[src/rtl/cpu_trace_monitor_pkg.sv]
// Shared definitions for the execution-trace recorder: FSM encoding and record sizing.
package cpu_trace_monitor_pkg;

  localparam logic [1:0] StRun   = 2'd0;
  localparam logic [1:0] StDrain = 2'd1;
  localparam logic [1:0] StDone  = 2'd2;

  function automatic int unsigned rec_width(input int unsigned cyc_w, input int unsigned addr_w,
                                            input int unsigned data_w);
    return cyc_w + addr_w + data_w;
  endfunction

endpackage

[src/rtl/cpu_trace_monitor_if.sv]
// Drain port of the trace recorder: one {cycle, pc, instruction} record per valid/ready transfer.
interface cpu_trace_monitor_if #(
  parameter int unsigned ADDR_W = 32,
  parameter int unsigned DATA_W = 32,
  parameter int unsigned CYC_W  = 16
);
  logic              trace_valid;
  logic              trace_ready;
  logic [CYC_W-1:0]  trace_cycle;
  logic [ADDR_W-1:0] trace_pc;
  logic [DATA_W-1:0] trace_instr;

  modport master (
    output trace_valid, trace_cycle, trace_pc, trace_instr,
    input  trace_ready
  );

  modport slave (
    input  trace_valid, trace_cycle, trace_pc, trace_instr,
    output trace_ready
  );
endinterface

[src/rtl/cpu_trace_monitor_ring.sv]
// Circular record buffer with wrap-bit pointers, overwrite-on-full push and a registered head.
module cpu_trace_monitor_ring #(
  parameter int unsigned WIDTH = 64,
  parameter int unsigned DEPTH = 16
) (
  input  logic             clk,
  input  logic             reset,
  input  logic             push,
  input  logic             pop,
  input  logic [WIDTH-1:0] wdata,
  output logic             full,
  output logic             empty,
  output logic [WIDTH-1:0] head
);
  localparam int unsigned PTR_W = $clog2(DEPTH);
  localparam logic [PTR_W:0] PtrOne = {{PTR_W{1'b0}}, 1'b1};

  logic [PTR_W:0]   wr_ptr_q, wr_ptr_d, rd_ptr_q, rd_ptr_d;
  logic [WIDTH-1:0] mem_q [DEPTH];
  logic [WIDTH-1:0] head_q;

  assign empty = (wr_ptr_q == rd_ptr_q);
  assign full  = (wr_ptr_q[PTR_W] != rd_ptr_q[PTR_W]) &&
                 (wr_ptr_q[PTR_W-1:0] == rd_ptr_q[PTR_W-1:0]);
  assign head  = head_q;

  always_comb begin
    wr_ptr_d = wr_ptr_q;
    rd_ptr_d = rd_ptr_q;
    if (push) begin
      wr_ptr_d = wr_ptr_q + PtrOne;
      // A push into a full ring drops the oldest record.
      if (full) rd_ptr_d = rd_ptr_q + PtrOne;
    end else if (pop && !empty) begin
      rd_ptr_d = rd_ptr_q + PtrOne;
    end
  end

  always_ff @(posedge clk) begin
    if (push) mem_q[wr_ptr_q[PTR_W-1:0]] <= wdata;
  end

  always_ff @(posedge clk or negedge reset) begin
    if (!reset) begin
      wr_ptr_q <= '0;
      rd_ptr_q <= '0;
      head_q   <= '0;
    end else begin
      wr_ptr_q <= wr_ptr_d;
      rd_ptr_q <= rd_ptr_d;
      // Bypass covers a push landing in the slot that becomes the head.
      if (push && (wr_ptr_q[PTR_W-1:0] == rd_ptr_d[PTR_W-1:0])) head_q <= wdata;
      else                                                         head_q <= mem_q[rd_ptr_d[PTR_W-1:0]];
    end
  end
endmodule

[src/rtl/cpu_trace_monitor.sv]
// Flight-recorder trace monitor: captures the last DEPTH pc/instruction records, stops on halt
// (pc self-loop) or timeout, then drains oldest-first.
module cpu_trace_monitor
  import cpu_trace_monitor_pkg::*;
#(
  parameter int unsigned ADDR_W      = 32,
  parameter int unsigned DATA_W      = 32,
  parameter int unsigned DEPTH       = 16,
  parameter int unsigned CYC_W       = 16,
  parameter int unsigned HALT_REPEAT = 3
) (
  input  logic              clk,
  input  logic              reset,
  input  logic              enable,
  input  logic [ADDR_W-1:0] pc,
  input  logic [DATA_W-1:0] instruction,
  input  logic [CYC_W-1:0]  max_cycles,
  cpu_trace_monitor_if.master trace,
  output logic [CYC_W-1:0]  cycle_count,
  output logic              halted,
  output logic              timeout,
  output logic              overflow,
  output logic              done
);
  localparam int unsigned REC_W = rec_width(CYC_W, ADDR_W, DATA_W);
  localparam int unsigned REP_W = $clog2(HALT_REPEAT + 1);

  logic [1:0]        state_q, state_d;
  logic [CYC_W-1:0]  cnt_q, cnt_next;
  logic [REP_W-1:0]  rep_q, rep_next;
  logic [ADDR_W-1:0] prev_pc_q;
  logic              halted_q, timeout_q, overflow_q, done_q;
  logic              capture, hit_halt, hit_to, pop, full, empty;
  logic [REC_W-1:0]  head;

  assign capture  = (state_q == StRun) && enable;
  assign cnt_next = (&cnt_q) ? cnt_q : cnt_q + CYC_W'(1);
  assign rep_next = (pc == prev_pc_q) ? rep_q + REP_W'(1) : REP_W'(1);
  assign hit_halt = capture && (rep_next == REP_W'(HALT_REPEAT));
  assign hit_to   = capture && (max_cycles != '0) && (cnt_next == max_cycles);
  assign pop      = trace.trace_valid && trace.trace_ready;

  cpu_trace_monitor_ring #(
    .WIDTH (REC_W),
    .DEPTH (DEPTH)
  ) u_ring (
    .clk   (clk),
    .reset (reset),
    .push  (capture),
    .pop   (pop),
    .wdata ({cnt_q, pc, instruction}),
    .full  (full),
    .empty (empty),
    .head  (head)
  );

  always_comb begin
    state_d = state_q;
    case (state_q)
      StRun:   if (hit_halt || hit_to) state_d = StDrain;
      StDrain: if (empty) state_d = StDone;
      default: state_d = state_q;
    endcase
  end

  always_ff @(posedge clk or negedge reset) begin
    if (!reset) begin
      state_q    <= StRun;
      cnt_q      <= '0;
      rep_q      <= '0;
      prev_pc_q  <= '0;
      halted_q   <= 1'b0;
      timeout_q  <= 1'b0;
      overflow_q <= 1'b0;
      done_q     <= 1'b0;
    end else begin
      state_q <= state_d;
      if (capture) begin
        cnt_q     <= cnt_next;
        rep_q     <= rep_next;
        prev_pc_q <= pc;
      end
      if (hit_halt)                      halted_q   <= 1'b1;
      if (hit_to)                        timeout_q  <= 1'b1;
      if (capture && full)               overflow_q <= 1'b1;
      if ((state_q == StDrain) && empty) done_q     <= 1'b1;
    end
  end

  assign trace.trace_valid = (state_q == StDrain) && !empty;
  assign {trace.trace_cycle, trace.trace_pc, trace.trace_instr} = head;

  assign cycle_count = cnt_q;
  assign halted      = halted_q;
  assign timeout     = timeout_q;
  assign overflow    = overflow_q;
  assign done        = done_q;
endmodule

[src/flat_wrapper.sv]
// flat-port wrapper written by rule: the top's interface ports become plain ports
module cpu_trace_monitor_flat import cpu_trace_monitor_pkg::*;
#(
  parameter int unsigned ADDR_W      = 32,
  parameter int unsigned DATA_W      = 32,
  parameter int unsigned DEPTH       = 16,
  parameter int unsigned CYC_W       = 16,
  parameter int unsigned HALT_REPEAT = 3
)
  (clk, reset, enable, pc, instruction, max_cycles, cycle_count, halted, timeout, overflow, done, trace_trace_valid, trace_trace_cycle, trace_trace_pc, trace_trace_instr, trace_trace_ready);
  cpu_trace_monitor_if #(.ADDR_W(ADDR_W), .DATA_W(DATA_W), .CYC_W(CYC_W)) trace_i ();
  input  logic clk;
  input  logic reset;
  input  logic enable;
  input  logic [ADDR_W-1:0] pc;
  input  logic [DATA_W-1:0] instruction;
  input  logic [CYC_W-1:0] max_cycles;
  output logic [CYC_W-1:0] cycle_count;
  output logic halted;
  output logic timeout;
  output logic overflow;
  output logic done;
  output wire logic [$bits(trace_i.trace_valid)-1:0] trace_trace_valid;
  output wire logic [$bits(trace_i.trace_cycle)-1:0] trace_trace_cycle;
  output wire logic [$bits(trace_i.trace_pc)-1:0] trace_trace_pc;
  output wire logic [$bits(trace_i.trace_instr)-1:0] trace_trace_instr;
  input wire logic [$bits(trace_i.trace_ready)-1:0] trace_trace_ready;
  assign trace_trace_valid = trace_i.trace_valid;
  assign trace_trace_cycle = trace_i.trace_cycle;
  assign trace_trace_pc = trace_i.trace_pc;
  assign trace_trace_instr = trace_i.trace_instr;
  assign trace_i.trace_ready = trace_trace_ready;
  cpu_trace_monitor #(.ADDR_W(ADDR_W), .DATA_W(DATA_W), .DEPTH(DEPTH), .CYC_W(CYC_W), .HALT_REPEAT(HALT_REPEAT)) u_core (.clk(clk), .reset(reset), .enable(enable), .pc(pc), .instruction(instruction), .max_cycles(max_cycles), .trace(trace_i), .cycle_count(cycle_count), .halted(halted), .timeout(timeout), .overflow(overflow), .done(done));
endmodule
[config.mk]
export PLATFORM = sky130hd
export DESIGN_NAME = cpu_trace_monitor_flat
export DESIGN_NICKNAME = d
export VERILOG_FILES = /design/src/rtl/cpu_trace_monitor_pkg.sv /design/src/rtl/cpu_trace_monitor_if.sv /design/src/rtl/cpu_trace_monitor_ring.sv /design/src/rtl/cpu_trace_monitor.sv /design/src/flat_wrapper.sv
export SDC_FILE = /design/constraint.sdc
export NUM_CORES = 2
export LEC_CHECK = 0
export CAP_MARGIN = 40
export CELL_PAD_IN_SITES_DETAIL_PLACEMENT = 0
export CELL_PAD_IN_SITES_GLOBAL_PLACEMENT = 1
export CORE_MARGIN = 5
export CORE_UTILIZATION = 54
export DETAILED_ROUTE_END_ITERATION = 10
export PLACE_DENSITY_LB_ADDON = 0.1
export SLEW_MARGIN = 20
export SYNTH_ARGS = -nofsm -noshare
export SYNTH_HDL_FRONTEND = slang
export SYNTH_SLANG_ARGS = --single-unit
export TNS_END_PERCENT = 10
[constraint.sdc]
create_clock -name clk -period 17.08 [get_ports clk]
set_clock_uncertainty 0.05 [all_clocks]
set_input_delay 3.416 -clock clk [delete_from_list [all_inputs] [get_ports clk]]
set_output_delay 3.416 -clock clk [all_outputs]
set_load 0.02 [all_outputs]
==> results_dict.tcl <==
set metrics [dict create \
    cts.repair.resized 0 \
    post_drt_via_cell_ratio 6.703 \
    critPathMostFrequentCell "sky130_fd_sc_hd__buf_4" \
    syn_area_cell_um2 14.84 \
    wl_per_cell_um 28.49 \
    tritoncts_clock_tree "built" \
    first_pass_grt_wire_length_um 273600 \
    reg2reg_setup_slack_ns 11.81 \
    power.density_nw_per_um2 178.0 \
    totalPowerFinal_mw 13.72 \
    finalWeightedCongestion 0.7730 \
    timing.critical_path.cells "clkdlybuf4s50_1 -> or3b_2 -> buf_4 -> o21ai_4 -> buf_12 -> a31oi_1 -> a211oi_4 -> buf_4 -> o22ai_1 -> a311o_1 -> mux2_2" \
    hold_violations 0 \
    worst-r2r-cell-count 12 \
    ant_diodes 0 \
    final-max-slew-violation-count 0 \
    cts_num_sinks 1426 \
    syn-num-nets 4641 \
    min_delay_worst_endpoint "u_core.prev_pc_q[14]" \
    floorplan.die_area_um2 132200 \
    crit-reg2reg-launch "u_core.u_ring.rd_ptr_q[1]" \
    max_slew.worst_pin.slew_ns 1.296 \
    path_class "in -> reg" \
    critical_path.startpoint "enable" \
    yosysWarningCount 0 \
    number_of_buffer_cells_added_on_primary_ports 184 \
    synthArstFlopShare_pct 10.24 \
    number_of_buffers_inserted_during_clock_tree_synthesis 153 \
    total_via_count_in_the_routed_design 43120 \
    hold_path_depth 2 \
    grt_util_all_layers_pct 27.42 \
    detailedPlacementHpwl_um 104700 \
    synth_sequential_area_ratio_pct 62.32 \
    cts_buffer_depth 3 \
    synth.ff_latch_count 1426 \
    max-cap-violations 0 \
    timing.max_slew.rel_slack_pct 13.63 \
    synth_cell_area_um2 67540 \
    design.final.nets 4754 \
    chip_width_um 363.7 \
    initial_utilization_pct 54.48 \
    min-delay-start "u_core.prev_pc_q[14]" \
    crit-reg2reg-capture "u_core.u_ring.head[48]" \
    critical-path-max-stage-delay_ns 0.72 \
    detailedRoute.firstIterationViolations 4031 \
    cts_setup_buffers 0 \
    cts_htree_levels 4 \
    share_of_cells_above_drive_strength_1_pct 15.93 \
    mostFrequentLayoutCell "sky130_fd_sc_hd__edfxtp_1" \
    syn2layout_area_growth_pct 14.17 \
    grt_setup_unrepaired "false" \
    num_io_pins 185 \
    rows 129 \
    power.leakage_nw 26.34 \
    cpMaxStageDelayCell "sky130_fd_sc_hd__buf_4" \
    synth_ff_type "sky130_fd_sc_hd__edfxtp_1" \
    max_freq_ghz 0.1326 \
    maximum_number_of_pins_on_one_net_before_global_route_repair 169 \
    drt_drc_violations_left 0 \
    category_of_the_worst_setup_path_launch_point "input pin" \
    critical_path_peak_fanout 166 \
    final_cell_mix "sky130_fd_sc_hd__edfxtp_1 (1280), sky130_fd_sc_hd__mux2i_1 (800), sky130_fd_sc_hd__o21ai_0 (330), sky130_fd_sc_hd__o22ai_1 (240), sky130_fd_sc_hd__clkdlybuf4s50_1 (183)" \
    gr-total-overflow 0 \
    synthesis.instances 4551 \
    synth_enable_flop_cells 1280 \
    timing.final.crit_period_ns 7.539 \
    die_h_um 363.7 \
    totalWireLength_um 183300 \
    holdCritPathClass "reg -> reg" \
    run_status "completed" \
    ctsHoldBuffers 0 \
    setup_total_negative_slack_ns 0 \
    critPathArrivalTime_ns 8.14 \
    buf_inv_on_cp 4 \
    worst_setup_ep_type "flop" \
    drt_pass1_iterations 6 \
    area_of_all_sequential_standard_cells_um2 42100 \
    core_area_um2 124000 \
    netlist-cell-type-count 63 \
    clkTransAtPathRegs_ns 0.06 \
    cp_top_family "buffers and inverters" \
    clock_tree_root "sky130_fd_sc_hd__clkbuf_16" \
    report.final.setup_viol 0 \
    via_count_of_the_first_global_routing_pass 42960 \
    antenna_found_initial 4 \
    postRouteAntennaNets 0 \
    multi_input_area_um2 24010 \
    fillerInstances 9125 \
    final_min_period_over_clock_period_pct 44.14 \
    vdd_ir_drop_max_uv 227.3 \
    clock_insertion_delay_worst_skew_ns 0.77 \
    worstPathRequired_ns 17.68 \
]
==> sequential cells by signal, indices dropped and copies added (netlist names) <==
name / cells
u_core.overflow: 1
u_core.timeout: 1
u_core.prev_pc_q: 32
u_core.state_q: 2
u_core.u_ring.rd_ptr_q: 5
u_core.u_ring.wr_ptr_q: 5
u_core.u_ring.head: 80
u_core.rep_q: 2
u_core.cycle_count: 16
u_core.done: 1
u_core.u_ring.mem_q: 1280
u_core.halted: 1
==> per-layer routing <==
layer  wire, um  GRT usage, %  vias to the layer above
met5         16             0                        -
met4       4580         7.770                        4
met3      12170         3.998                      322
met2      88480         44.96                     1615
met1      78040         38.83                    22400
li1           -             -                    18770
==> stage by stage <==
step | utilization [%] | std cells | hold WS, ns | instance area (um^2) | setup slack (ns)
6_report | 62.21 | 6433 | 0.4432 | 77110 | 9.541
5_1_grt | 62.21 | 6433 | 0.4582 | 77110 | 9.370
4_1_cts | 62.09 | 6426 | 0.4460 | 76970 | 9.509
3_5_place_dp | 58.11 | 6139 | 0.4323 | 72030 | 8.707
3_3_place_gp | 57.29 | 6096 | 0.4160 | 71010 | 8.619
2_1_floorplan | - | 4551 | 0.4007 | 67540 | 6.493
==> worst reg2reg max path: stages (launching register included) <==
cell and delay [ns]:
sky130_fd_sc_hd__dfrtp_4 0.85, sky130_fd_sc_hd__xnor2_1 0.22, sky130_fd_sc_hd__and4_1 0.58, sky130_fd_sc_hd__nand2_2 0.28, sky130_fd_sc_hd__nand2_4 0.36, sky130_fd_sc_hd__buf_16 0.32
sky130_fd_sc_hd__buf_4 0.63, sky130_fd_sc_hd__buf_4 0.46, sky130_fd_sc_hd__buf_12 0.28, sky130_fd_sc_hd__mux4_2 0.60, sky130_fd_sc_hd__o22ai_1 0.29, sky130_fd_sc_hd__a311o_1 0.17
sky130_fd_sc_hd__mux2_2 0.14
==> area by class of cell <==
class,instances,share of cell area (%)
Clock buffer,227,5.752
Clock inverter,60,0.6474
Inverter,9,0.05355
Multi-Input combinational cell,2716,31.14
Sequential cell,1426,54.59
Tap cell,1637,2.656
Timing Repair Buffer,358,5.157
==> cells by family after synthesis <==
family,synth area share [%]
AOI/OAI and AO/OA,9.793
xor gates and xnor gates,1.012
adders and majority gates,0.1112
buffers and inverters,2.466
DFF,62.32
muxes,19.96
and+or+nand+nor,4.339
==> synthesized netlist by cell type, types with 2 or more instances <==
cell type | number | area [um^2]
sky130_fd_sc_hd__a211oi_2 | 2 | 25.02
sky130_fd_sc_hd__a21o_1 | 2 | 15.01
sky130_fd_sc_hd__a21oi_1 | 87 | 435.4
sky130_fd_sc_hd__a311o_1 | 78 | 780.8
sky130_fd_sc_hd__a31o_2 | 2 | 17.52
sky130_fd_sc_hd__a31oi_1 | 2 | 12.51
sky130_fd_sc_hd__and3_1 | 4 | 25.02
sky130_fd_sc_hd__and3b_1 | 2 | 17.52
sky130_fd_sc_hd__buf_1 | 14 | 52.55
sky130_fd_sc_hd__buf_2 | 53 | 265.3
sky130_fd_sc_hd__buf_4 | 11 | 82.58
sky130_fd_sc_hd__buf_6 | 3 | 33.78
sky130_fd_sc_hd__clkbuf_1 | 319 | 1197
sky130_fd_sc_hd__dfrtp_1 | 146 | 3654
sky130_fd_sc_hd__edfxtp_1 | 1280 | 38440
sky130_fd_sc_hd__ha_1 | 6 | 75.07
sky130_fd_sc_hd__inv_1 | 8 | 30.03
sky130_fd_sc_hd__mux2_2 | 167 | 1881
sky130_fd_sc_hd__mux2i_1 | 800 | 8008
sky130_fd_sc_hd__mux4_2 | 159 | 3581
sky130_fd_sc_hd__nand2_1 | 130 | 488.0
sky130_fd_sc_hd__nand2b_1 | 6 | 37.54
sky130_fd_sc_hd__nand3_1 | 22 | 110.1
sky130_fd_sc_hd__nand3b_1 | 163 | 1224
sky130_fd_sc_hd__nand4_1 | 90 | 563.0
sky130_fd_sc_hd__nor2_1 | 33 | 123.9
sky130_fd_sc_hd__nor2b_1 | 3 | 18.77
sky130_fd_sc_hd__nor3_1 | 18 | 90.09
sky130_fd_sc_hd__nor4_1 | 12 | 75.07
sky130_fd_sc_hd__nor4b_1 | 4 | 35.03
sky130_fd_sc_hd__o2111ai_1 | 3 | 26.28
sky130_fd_sc_hd__o211ai_1 | 79 | 593.1
sky130_fd_sc_hd__o21ai_0 | 330 | 1652
sky130_fd_sc_hd__o21ai_2 | 2 | 17.52
sky130_fd_sc_hd__o221ai_1 | 159 | 1393
sky130_fd_sc_hd__o22ai_1 | 240 | 1501
sky130_fd_sc_hd__o31ai_1 | 2 | 15.01
sky130_fd_sc_hd__or3_1 | 3 | 18.77
sky130_fd_sc_hd__or4_1 | 7 | 52.55
sky130_fd_sc_hd__xnor2_1 | 34 | 297.8
sky130_fd_sc_hd__xor2_1 | 44 | 385.4
==> power breakdown <==
part	leakage, nW	total [mW]	switching, mW	internal (mW)
Sequential	13.4	4.21	0.203	4.01
Combinational	10.5	6.26	3.50	2.76
Clock	2.43	3.25	1.34	1.90
Total	26.3	13.7	5.05	8.67
==> how the worst max path moves through the flow <==
stage	endpoint	slack [ns]	depth (start not counted)
final	u_core.u_ring.head[2]	9.54	11
after CTS	u_core.u_ring.head[5]	9.51	11
after global routing	u_core.u_ring.head[2]	9.37	11
after floorplan	u_core.u_ring.mem_q[0][0]	6.49	5
after detailed placement	u_core.u_ring.head[5]	8.71	11
after global placement	u_core.u_ring.head[50]	8.62	11
No activity file was read; power rests on OpenSTA's default activity.
